<file path="src/rtl/vanilla_sb_profiler_pkg.sv">
// Shared types for the scoreboard stall profiler: cause encoding, scoreboard
// entry layouts as exported by the core's scoreboard tracker, and the helpers
// that turn scoreboard entries into per-cause hit bits.
package vanilla_sb_profiler_pkg;

    localparam int RV32_reg_addr_width_gp = 5;
    localparam int RV32_reg_els_gp        = 32;
    localparam int num_stall_cat_gp       = 11;

    // Cause codes double as counter indices; CAT_NONE marks "not counting".
    typedef enum logic [3:0] {
        CAT_IDIV        = 4'd0,
        CAT_I_DRAM_LD   = 4'd1,
        CAT_I_DRAM_AMO  = 4'd2,
        CAT_I_GLOBAL_LD = 4'd3,
        CAT_I_GROUP_LD  = 4'd4,
        CAT_I_GROUP_AMO = 4'd5,
        CAT_FDIV_FSQRT  = 4'd6,
        CAT_F_DRAM_LD   = 4'd7,
        CAT_F_GLOBAL_LD = 4'd8,
        CAT_F_GROUP_LD  = 4'd9,
        CAT_OTHER       = 4'd10,
        CAT_NONE        = 4'hF
    } stall_cat_e;

    // Integer scoreboard entry: which kind of long-latency op owns the register.
    typedef struct packed {
        logic idiv;
        logic remote_dram_load;
        logic remote_dram_amo;
        logic remote_global_load;
        logic remote_group_load;
        logic remote_group_amo;
    } vanilla_isb_info_s;

    // Float scoreboard entry.
    typedef struct packed {
        logic fdiv_fsqrt;
        logic remote_dram_load;
        logic remote_global_load;
        logic remote_group_load;
    } vanilla_fsb_info_s;

    typedef enum logic {
        SNAP_IDLE = 1'b0,
        SNAP_HOLD = 1'b1
    } snap_state_e;

    // Integer entry as hit bits, bit k = cause k (CAT_IDIV..CAT_I_GROUP_AMO).
    function automatic logic [5:0] isb_cause_bits(input vanilla_isb_info_s s);
        return {s.remote_group_amo, s.remote_group_load, s.remote_global_load,
                s.remote_dram_amo, s.remote_dram_load, s.idiv};
    endfunction

    // Float entry as hit bits, bit k = cause 6+k (CAT_FDIV_FSQRT..CAT_F_GROUP_LD).
    function automatic logic [3:0] fsb_cause_bits(input vanilla_fsb_info_s s);
        return {s.remote_group_load, s.remote_global_load, s.remote_dram_load, s.fdiv_fsqrt};
    endfunction

    // Lowest set hit bit wins; a stall with no scoreboard hit is CAT_OTHER.
    function automatic stall_cat_e pick_cat(input logic [num_stall_cat_gp-2:0] hits);
        stall_cat_e cat;
        cat = CAT_OTHER;
        for (int k = num_stall_cat_gp - 2; k >= 0; k--) begin
            if (hits[k]) cat = stall_cat_e'(k[3:0]);
        end
        return cat;
    endfunction

endpackage

</file>
<file path="src/rtl/vanilla_sat_counter.sv">
// Saturating up-counter with a synchronous clear that can optionally restart
// the count at one, so an increment coinciding with a clear is not lost.
module vanilla_sat_counter #(
    parameter int width_p = 32
) (
    input  logic               clk_i,
    input  logic               reset_i,
    input  logic               clear_i,
    input  logic               load_one_i,
    input  logic               inc_i,
    output logic [width_p-1:0] count_o
);

    // Count register: clear has priority, otherwise increment until all-ones.
    // NOTE: state is updated with non-blocking assignments so every register
    // samples pre-edge values regardless of process evaluation order.
    always_ff @(posedge clk_i or posedge reset_i) begin
        if (reset_i) begin
            count_o <= '0;
        end else if (clear_i) begin
            count_o <= {{(width_p-1){1'b0}}, load_one_i};
        end else if (inc_i && !(&count_o)) begin
            count_o <= count_o + 1'b1;
        end
    end

endmodule

</file>
<file path="src/rtl/vanilla_sb_stall_profiler.sv">
// Attributes each dependency-stall cycle of the ID stage to one scoreboard
// cause, keeps a saturating cycle count per cause, and exposes the counters
// through a one-deep ready/valid snapshot port.
module vanilla_sb_stall_profiler
    import vanilla_sb_profiler_pkg::*;
#(
    parameter int ctr_width_p       = 32,
    parameter bit clear_on_snap_p   = 1'b1,
    parameter int reg_addr_width_lp = RV32_reg_addr_width_gp
) (
    input  logic                                    clk_i,
    input  logic                                    reset_i,
    input  logic                                    stall_depend_i,
    input  logic                                    stall_all_i,
    input  logic [reg_addr_width_lp-1:0]            id_rs1_i,
    input  logic [reg_addr_width_lp-1:0]            id_rs2_i,
    input  logic [reg_addr_width_lp-1:0]            id_rs3_i,
    input  logic [reg_addr_width_lp-1:0]            id_rd_i,
    input  logic                                    id_read_rs1_i,
    input  logic                                    id_read_rs2_i,
    input  logic                                    id_read_frs1_i,
    input  logic                                    id_read_frs2_i,
    input  logic                                    id_read_frs3_i,
    input  logic                                    id_write_rd_i,
    input  logic                                    id_write_frd_i,
    input  vanilla_isb_info_s                       int_sb_i   [RV32_reg_els_gp],
    input  vanilla_fsb_info_s                       float_sb_i [RV32_reg_els_gp],
    input  logic                                    snap_v_i,
    output logic                                    snap_ready_o,
    output logic                                    snap_v_o,
    output logic [num_stall_cat_gp*ctr_width_p-1:0] snap_data_o,
    input  logic                                    snap_yumi_i,
    output logic [3:0]                              cur_cat_o
);

    logic [5:0]                              int_hit;
    logic [3:0]                              float_hit;
    logic                                    cnt_en;
    stall_cat_e                              cat;
    snap_state_e                             state_q, state_n;
    logic                                    capture;
    logic                                    clear_all;
    logic [num_stall_cat_gp*ctr_width_p-1:0] live_cnt;
    logic [num_stall_cat_gp*ctr_width_p-1:0] shadow_q;

    // Gather scoreboard hits over the operands the ID instruction actually uses;
    // x0 is never written so its integer entry is ignored.
    // NOTE: every always_comb output gets a default first so no path leaves it
    // unassigned, which would otherwise infer a latch.
    always_comb begin
        int_hit   = '0;
        float_hit = '0;
        if (id_read_rs1_i && (id_rs1_i != '0)) int_hit = int_hit | isb_cause_bits(int_sb_i[id_rs1_i]);
        if (id_read_rs2_i && (id_rs2_i != '0)) int_hit = int_hit | isb_cause_bits(int_sb_i[id_rs2_i]);
        if (id_write_rd_i && (id_rd_i  != '0)) int_hit = int_hit | isb_cause_bits(int_sb_i[id_rd_i]);
        if (id_read_frs1_i) float_hit = float_hit | fsb_cause_bits(float_sb_i[id_rs1_i]);
        if (id_read_frs2_i) float_hit = float_hit | fsb_cause_bits(float_sb_i[id_rs2_i]);
        if (id_read_frs3_i) float_hit = float_hit | fsb_cause_bits(float_sb_i[id_rs3_i]);
        if (id_write_frd_i) float_hit = float_hit | fsb_cause_bits(float_sb_i[id_rd_i]);
    end

    assign cnt_en = stall_depend_i & ~stall_all_i;
    assign cat    = cnt_en ? pick_cat({float_hit, int_hit}) : CAT_NONE;

    // Registered view of the cause attributed in the previous cycle.
    always_ff @(posedge clk_i or posedge reset_i) begin
        if (reset_i) cur_cat_o <= CAT_NONE;
        else         cur_cat_o <= cat;
    end

    // Snapshot state register.
    always_ff @(posedge clk_i or posedge reset_i) begin
        if (reset_i) state_q <= SNAP_IDLE;
        else         state_q <= state_n;
    end

    // Snapshot next state: accept in IDLE, hold until the consumer takes it;
    // requests arriving during HOLD are dropped.
    always_comb begin
        state_n = state_q;
        capture = 1'b0;
        case (state_q)
            SNAP_IDLE: begin
                if (snap_v_i) begin
                    capture = 1'b1;
                    state_n = SNAP_HOLD;
                end
            end
            SNAP_HOLD: begin
                if (snap_yumi_i) state_n = SNAP_IDLE;
            end
        endcase
    end

    assign snap_ready_o = (state_q == SNAP_IDLE);
    assign snap_v_o     = (state_q == SNAP_HOLD);
    assign clear_all    = capture & clear_on_snap_p;

    // One counter per cause; a clear in a counting cycle restarts the
    // attributed counter at one so that cycle is still accounted for.
    for (genvar k = 0; k < num_stall_cat_gp; k++) begin : g_ctr
        localparam logic [3:0] cat_lp = 4'(k);
        logic inc;
        assign inc = cnt_en & (cat == cat_lp);

        vanilla_sat_counter #(
            .width_p (ctr_width_p)
        ) u_ctr (
            .clk_i      (clk_i),
            .reset_i    (reset_i),
            .clear_i    (clear_all),
            .load_one_i (inc),
            .inc_i      (inc),
            .count_o    (live_cnt[k*ctr_width_p +: ctr_width_p])
        );
    end

    // Shadow copy taken on acceptance; holds pre-increment counter values.
    always_ff @(posedge clk_i or posedge reset_i) begin
        if (reset_i)      shadow_q <= '0;
        else if (capture) shadow_q <= live_cnt;
    end

    assign snap_data_o = shadow_q;

endmodule

</file>
<file path="config.mk">
export PLATFORM = sky130hd
export DESIGN_NAME = vanilla_sb_stall_profiler
export DESIGN_NICKNAME = d
export VERILOG_FILES = /design/src/rtl/vanilla_sb_profiler_pkg.sv /design/src/rtl/vanilla_sat_counter.sv /design/src/rtl/vanilla_sb_stall_profiler.sv
export SDC_FILE = /design/constraint.sdc
export NUM_CORES = 2
export LEC_CHECK = 0
export CAP_MARGIN = 15
export CORE_AREA = 2 2 278 280
export DETAILED_ROUTE_END_ITERATION = 10
export DIE_AREA = 0 0 280 282
export PLACE_DENSITY = 0.9
export SLEW_MARGIN = 20
export SYNTH_ARGS = -nofsm -noshare
export SYNTH_HDL_FRONTEND = slang
export SYNTH_SLANG_ARGS = --single-unit
</file>
<file path="constraint.sdc">
create_clock -name clk_i -period 39.6 [get_ports clk_i]
set_input_delay 7.92 -clock clk_i [delete_from_list [all_inputs] [get_ports clk_i]]
set_output_delay 7.92 -clock clk_i [all_outputs]
set_load 0.005 [all_outputs]
</file>
# Word-level counts from Yosys, hierarchy flattened
# Cells that the tools add are included.
dict set report classes {
  n_addsub 11
  n_lt_le_gt_ge 4
  eq_ne 10
  mux 65
  n_bitwise 23
  n_reduce_logical 51
}
# operator count
set ops {}
lappend ops {{32-bit two-way mux} 22}
lappend ops {{32-bit by 1-bit adder with 32-bit output, second input constant} 11}
lappend ops {{32-bit AND reduction} 11}
lappend ops {{6-bit binary-select mux with 5-bit select} 3}
lappend ops {{4-bit two-way mux} 22}
lappend ops {{4-bit binary-select mux with 5-bit select} 4}
lappend ops {{6-bit two-way mux} 9}
lappend ops {{6-bit >= comparator, second input constant} 4}
lappend ops {{5-bit inverter with 6-bit output} 4}
lappend ops {{2-bit nonzero test} 11}
lappend ops {{4-bit by 3-bit == test with 1-bit output, second input constant} 4}
lappend ops {{5-bit nonzero test} 3}
lappend ops {{1-bit logical AND} 14}
lappend ops {{1-bit AND} 12}
lappend ops {{4-bit == test, second input constant} 3}
lappend ops {{4-bit bitwise OR} 3}
lappend ops {{6-bit bitwise OR} 2}
lappend ops {{1-bit zero test} 11}
lappend ops {{4-bit by 2-bit == test with 1-bit output, second input constant} 2}
lappend ops {{4-bit by 1-bit == test with 1-bit output, second input constant} 1}
lappend ops {{4-bit zero test} 1}
lappend ops {{1-bit two-way mux} 3}
lappend ops {{2-bit two-way mux} 1}
lappend ops {{1-bit inverter} 2}
lappend ops {{1-bit case mux with 2 select lines} 1}
dict set report word_totals {
  regBits 709
  inputBits 353
  output_inout_bits 358
  word_cells 178
}

# Logic depth before layout (Yosys ltp)
dict set report logic_depth {
  depth_word 27
  ltp_mapped 19
  ltp_nobuf 10
}

# Cells and area by module
# From an unflattened synthesis, not the netlist that was laid out.
dict set report hier_totals {
  hier_cells 3783
  area_unflattened_um2 43115.1
}
# mod n_inst cells_per_inst area_each_um2 seq_area_each_um2
set by_module_without_submodules {}
lappend by_module_without_submodules {vanilla_sb_stall_profiler 1 1583 22566.6 8938.6}
lappend by_module_without_submodules {vanilla_sat_counter 11 200 1868.0 800.8}

# Worst setup path before layout
# No wires, ideal clock.
dict set report synth_path {
  path_kind {input port to flip-flop}
  start {input port id_rs2_i[0]}
  end {register g_ctr[10].u_ctr.count_o[5]}
  setup_ps 79
  arrival_time_ps 11471
  required_ps 39521
  path_slack_ps 28050
  stages 14
  path_buffers 4
  path_cell_list {buf_2 -> buf_2 -> mux4_2 -> mux2_2 -> a221oi_1 -> a221oi_1 -> nor3_2 -> o21ai_1 -> a22o_2 -> or4_1 -> clkbuf_1 -> buf_2 -> nor3_1 -> mux2i_1}
}
dict set report synth_between {
  elab_chain_len 25
  word_cells_on_any_way 34
  classes_between {eq/ne (1); mux (22); bitwise (7); reduce/logical (4)}
}
# element line_no
set synth_lines {}
lappend synth_lines {{start, declared} vanilla_sb_stall_profiler.sv:16} ;# input logic [reg_addr_width_lp-1:0] id_rs2_i,
lappend synth_lines {{5-bit inverter with 6-bit output (not written as such)} {vanilla_sb_stall_profiler.sv:54, vanilla_sb_stall_profiler.sv:57}}
lappend synth_lines {{4-bit binary-select mux with 5-bit select} vanilla_sb_stall_profiler.sv:57} ;# if (id_read_frs2_i) float_hit = float_hit | fsb_cause_bits(float_sb_i[id_rs2_i]);
lappend synth_lines {{4-bit two-way mux (not written as such) (2 in a row)} vanilla_sb_stall_profiler.sv:57}
lappend synth_lines {{4-bit bitwise OR} vanilla_sb_stall_profiler.sv:57}
lappend synth_lines {{4-bit two-way mux} vanilla_sb_stall_profiler.sv:57}
lappend synth_lines {{4-bit bitwise OR} vanilla_sb_stall_profiler.sv:58} ;# if (id_read_frs3_i) float_hit = float_hit | fsb_cause_bits(float_sb_i[id_rs3_i]);
lappend synth_lines {{4-bit two-way mux} vanilla_sb_stall_profiler.sv:58}
lappend synth_lines {{4-bit bitwise OR} vanilla_sb_stall_profiler.sv:59} ;# if (id_write_frd_i) float_hit = float_hit | fsb_cause_bits(float_sb_i[id_rd_i]);
lappend synth_lines {{4-bit two-way mux} vanilla_sb_stall_profiler.sv:59}
lappend synth_lines {{2-bit two-way mux} vanilla_sb_profiler_pkg.sv:65} ;# if (hits[k]) cat = stall_cat_e'(k[3:0]);
lappend synth_lines {{4-bit two-way mux (8 in a row)} vanilla_sb_profiler_pkg.sv:65}
lappend synth_lines {{4-bit two-way mux *} vanilla_sb_profiler_pkg.sv:65}
lappend synth_lines {{4-bit two-way mux *} vanilla_sb_stall_profiler.sv:63} ;# assign cat = cnt_en ? pick_cat({float_hit, int_hit}) : CAT_NONE;
lappend synth_lines {{4-bit == test *} vanilla_sb_stall_profiler.sv:104} ;# assign inc = cnt_en & (cat == cat_lp);
lappend synth_lines {{1-bit AND *} vanilla_sb_stall_profiler.sv:104}
lappend synth_lines {{1-bit logical AND *} vanilla_sat_counter.sv:22} ;# end else if (inc_i && !(&count_o)) begin
lappend synth_lines {{2-bit nonzero test (no source line) *} n/a}
lappend synth_lines {{end signal, assigned} vanilla_sat_counter.sv:21} ;# count_o <= {{(width_p-1){1'b0}}, load_one_i};
lappend synth_lines {{end signal, assigned} vanilla_sat_counter.sv:23} ;# count_o <= count_o + 1'b1;
lappend synth_lines {{end, declared} vanilla_sat_counter.sv:11} ;# output logic [width_p-1:0] count_o
# Mark *: on every way between the ends. The rest lies on a longest branch, timed or not. The select of a mux whose other input is x is not followed.
# A chain may end at the register's enable or synchronous reset.

# Worst setup path after layout
dict set report layout_path {
  start {input port id_rs1_i[1]}
  end {register g_ctr[3].u_ctr.count_o[27]}
}
dict set report layout_between {
  elab_chain_len 26
  word_cells_on_any_way 36
  classes_between {eq/ne (1); mux (24); bitwise (7); reduce/logical (4)}
}
# element line_no
set layout_lines {}
lappend layout_lines {{start, declared} vanilla_sb_stall_profiler.sv:15} ;# input logic [reg_addr_width_lp-1:0] id_rs1_i,
lappend layout_lines {{5-bit inverter with 6-bit output (not written as such)} {vanilla_sb_stall_profiler.sv:53, vanilla_sb_stall_profiler.sv:56}}
lappend layout_lines {{4-bit binary-select mux with 5-bit select} vanilla_sb_stall_profiler.sv:56} ;# if (id_read_frs1_i) float_hit = float_hit | fsb_cause_bits(float_sb_i[id_rs1_i]);
lappend layout_lines {{4-bit two-way mux (not written as such) (2 in a row)} vanilla_sb_stall_profiler.sv:56}
lappend layout_lines {{4-bit two-way mux} vanilla_sb_stall_profiler.sv:56}
lappend layout_lines {{4-bit bitwise OR} vanilla_sb_stall_profiler.sv:57}
lappend layout_lines {{4-bit two-way mux} vanilla_sb_stall_profiler.sv:57}
lappend layout_lines {{4-bit bitwise OR} vanilla_sb_stall_profiler.sv:58}
lappend layout_lines {{4-bit two-way mux} vanilla_sb_stall_profiler.sv:58}
lappend layout_lines {{[2 not listed]} n/a}
lappend layout_lines {{2-bit two-way mux} vanilla_sb_profiler_pkg.sv:65}
lappend layout_lines {{4-bit two-way mux (8 in a row)} vanilla_sb_profiler_pkg.sv:65}
lappend layout_lines {{4-bit two-way mux *} vanilla_sb_profiler_pkg.sv:65}
lappend layout_lines {{4-bit two-way mux *} vanilla_sb_stall_profiler.sv:63}
lappend layout_lines {{4-bit by 2-bit == test with 1-bit output *} vanilla_sb_stall_profiler.sv:104}
lappend layout_lines {{1-bit AND *} vanilla_sb_stall_profiler.sv:104}
lappend layout_lines {{1-bit logical AND *} vanilla_sat_counter.sv:22}
lappend layout_lines {{2-bit nonzero test (no source line) *} n/a}
lappend layout_lines {{end signal, assigned} vanilla_sat_counter.sv:21}
lappend layout_lines {{end signal, assigned} vanilla_sat_counter.sv:23}
lappend layout_lines {{end, declared} vanilla_sat_counter.sv:11}
# Marked as above.

==> results.yml <==
timing:
  whs_ps: 471
  rsz0062_at_grt: "no"
  min_period_over_period_pct: 33.0
  slew_viol_final: 0
  clock.fmax_mhz: 76.6
  tightest_slew_ps: 1150
  setup_viol: 0
  clock_skew_ps: 29.5
  finalWorstPathRequiredPeriod_ps: 13050
  hold_viol: 0
  setup_ws_ps: 26550
  setup_tns_ps: 0
  relSlewSlack_pct: 23.2
worst_setup_path:
  crit_fanout: 32
  cp_cell_sequence: "buf_2 > buf_4 > or3_1 > o221ai_1 > a221o_1 > o2111ai_1 > nor4bb_2 > a21bo_2 > a22o_2 > nand4_1 > or4_1 > a21oi_1"
  critical_path_arrival_ps: 13570
  start_kind: "primary input"
  cpMaxStageDelayCell: "nor4bb_2"
  critical_path_required_ps: 40120
  max_stage_delay_ps: 840
  endpoint_kind: "register"
  crit_type: "in2reg"
die:
  top_level_ports: 711
  start_util_pct: 55.5
  die_h_um: 282
  die_w_um: 280
  die_area_um2: 79000
  rows: 101
  core_area_um2: 75700
power:
  cell_internal_pwr_uw: 1240
  p_clk_share_pct: 41.7
  peakVddDrop_mv: 0.0285
  p_leak_uw: 0.0218
  power_frac_seq_pct: 43.4
  pwr-share-comb_pct: 14.8
  p_per_area_nw_per_um2: 32.4
  sw_frac_of_total_pct: 26.4
  net-switching-power_uw: 444
run:
  max_cap_violations: 0
logic_synthesis:
  synth_warnings: 0
  synthFlopType: "dfrtp_1"
  ys_seq_area_share_pct: 42.2
  synth_common_cells: "nand2_1 (1236), dfrtp_1 (705), mux4_2 (225)"
  ys_ff_latch: 709
  postSynthAreaPerCell_um2: 9.42
  synth_top_area_cell: "dfrtp_1"
  netlist.area_leader.share_pct: 42.0
  synth_fp_nets: 4827
  synth-edff-count: 0
  synth_area_leaders: "dfrtp_1 (42%), mux4_2 (12%), nand2_1 (11%)"
  ys_types: 89
  synthArstFlopShare_pct: 100
  yosysMostFrequentCell: "nand2_1"
  synthCells: 4463
  synth_area_um2: 42000
clock_tree:
  postCtsSetupRepairBufs: 0
  ctsHtreeMaxLevel: 3
  cts_tree: "built"
  hold_buffers: 0
  post_cts_resized: 0
  cts_root_buf: "clkbuf_16"
  clk_pin_slew_ps: 60
  insertion_delay_ps: 630
  cts_sinks: 709
  clk_path_buf_depth: 3
  cts_buffers: 74
drt:
  vias: 39800
  drc: 0
  firstDrtPassIters: 6
  wl_per_cell_um: 24.5
  drt-total-wl_mm: 148
  final_antenna_net_count: 0
  avgViaCountPerCell: 6.58
  drt-initial-drc-count: 4869
final_layout:
  syn2layout_area_growth_pct: 23.6
  drive_gt1_share_pct: 10.6
  layout.nets: 5344
placement:
  dp_hpwl_mm: 106
  portBuffers: 710
  gp_congestion: 1.01
  place_ws_ps: 26050
worst_hold_path:
  hold_class: "reg2reg"
run_status:
  outcome: "finished, final reports clean"
global_route:
  grt_overflow: 0
  grt_max_degree: 224
  antenna_found_initial: 46
  grt_pass1_vias: 38800
  grt_usage_pct: 37.1
  grt_pass1_wl_mm: 226
[state kept, by name, summed over array words and instances (netlist names)]
| name | cells |
|---|---|
| g_ctr.u_ctr.count_o | 352 |
| cur_cat_o | 4 |
| snap_data_o | 352 |
| snap_v_o | 1 |
[placed cells by master (no fill, tap or decap), types with 42 or more instances in the layout]
cell	count
a21oi_1	216
o31ai_1	108
nand4_1	83
nor3_1	49
nand3_1	140
inv_1	94
or2_2	64
clkdlybuf4s50_1	701
mux2i_1	195
or3_1	80
nor4_1	71
nand2_1	1235
o21ai_0	158
nor2_1	123
buf_4	46
dfrtp_1	705
clkbuf_16	76
mux4_2	225
diode_2	42
or4_1	121
[worst max-delay path: cells and delay by family]
family                 cells  cell delay [ps]
AOI/OAI and AO/OA          6             1510
buffers and inverters      2             1260
and+or+nand+nor            4             2840
[metrics by stage]
step | area [um^2] | std cells | power, uW | util (%)
5_1_grt | 52000 | 6051 | 1740 | 68.6
6_report | 52000 | 6055 | 1680 | 68.7
3_5_place_dp | 49400 | 5882 | 987 | 65.3
4_1_cts | 51900 | 6013 | 1690 | 68.5
2_1_floorplan | 42000 | 4463 | 891 | -
3_3_place_gp | 49400 | 5882 | 984 | 65.3
[kinds of logic after synthesis]
logic type      count (synthesis)  share of synthesized area, %
fa+ha+maj                      11                         0.327
buf+inv                       413                          4.13
flops                         709                          42.2
simple gates                 2133                          23.9
mux                           453                          17.7
xor+xnor                       51                          1.06
compound gates                693                          10.6
[final timing paths]
kind | startpoint | to | slack, ps | cells after the start
max | id_rs1_i[1] | g_ctr[3].u_ctr.count_o[27] | 26550 | 12
max reg2reg | g_ctr[5].u_ctr.count_o[5] | g_ctr[5].u_ctr.count_o[15] | 35110 | 9
min reg2reg | snap_data_o[308] | snap_data_o[308] | 470 | 2
min in group asynchronous | reset_i | snap_data_o[102] | 7830 | 2
min | snap_data_o[308] | snap_data_o[308] | 470 | 2
max in group asynchronous | reset_i | g_ctr[5].u_ctr.count_o[25] | 28610 | 5
[final cells by class]
cell class / count / area (um^2)
fillers: 5566 / 23700
multi-input cells: 3341 / 22600
flip-flops and latches: 709 / 17700
repair buffers: 756 / 7470
clock buffers: 102 / 2140
well taps: 978 / 1220
inverters: 98 / 380
clock inverters: 29 / 313
diodes: 42 / 105
[per-layer routing]
metal	wire length, um	part of all wire (%)	GRT usage [%]	vias to the layer above
li1	-	-	-	17300
met1	50300	34	42.8	19300
met5	74	0.050	0.549	-
met3	13500	9.1	7.80	679
met2	70500	48	59.5	2511
met4	14000	9.4	31.4	10
[power groups by stage]
stage,logic (uW),clock network (uW),registers (uW)
2_1_floorplan,147,0,744
3_3_place_gp,240,0,744
3_5_place_dp,243,0,744
4_1_cts,244,713,731
5_1_grt,262,744,731
6_report,249,702,731
Power figures use the tool's default switching activity.
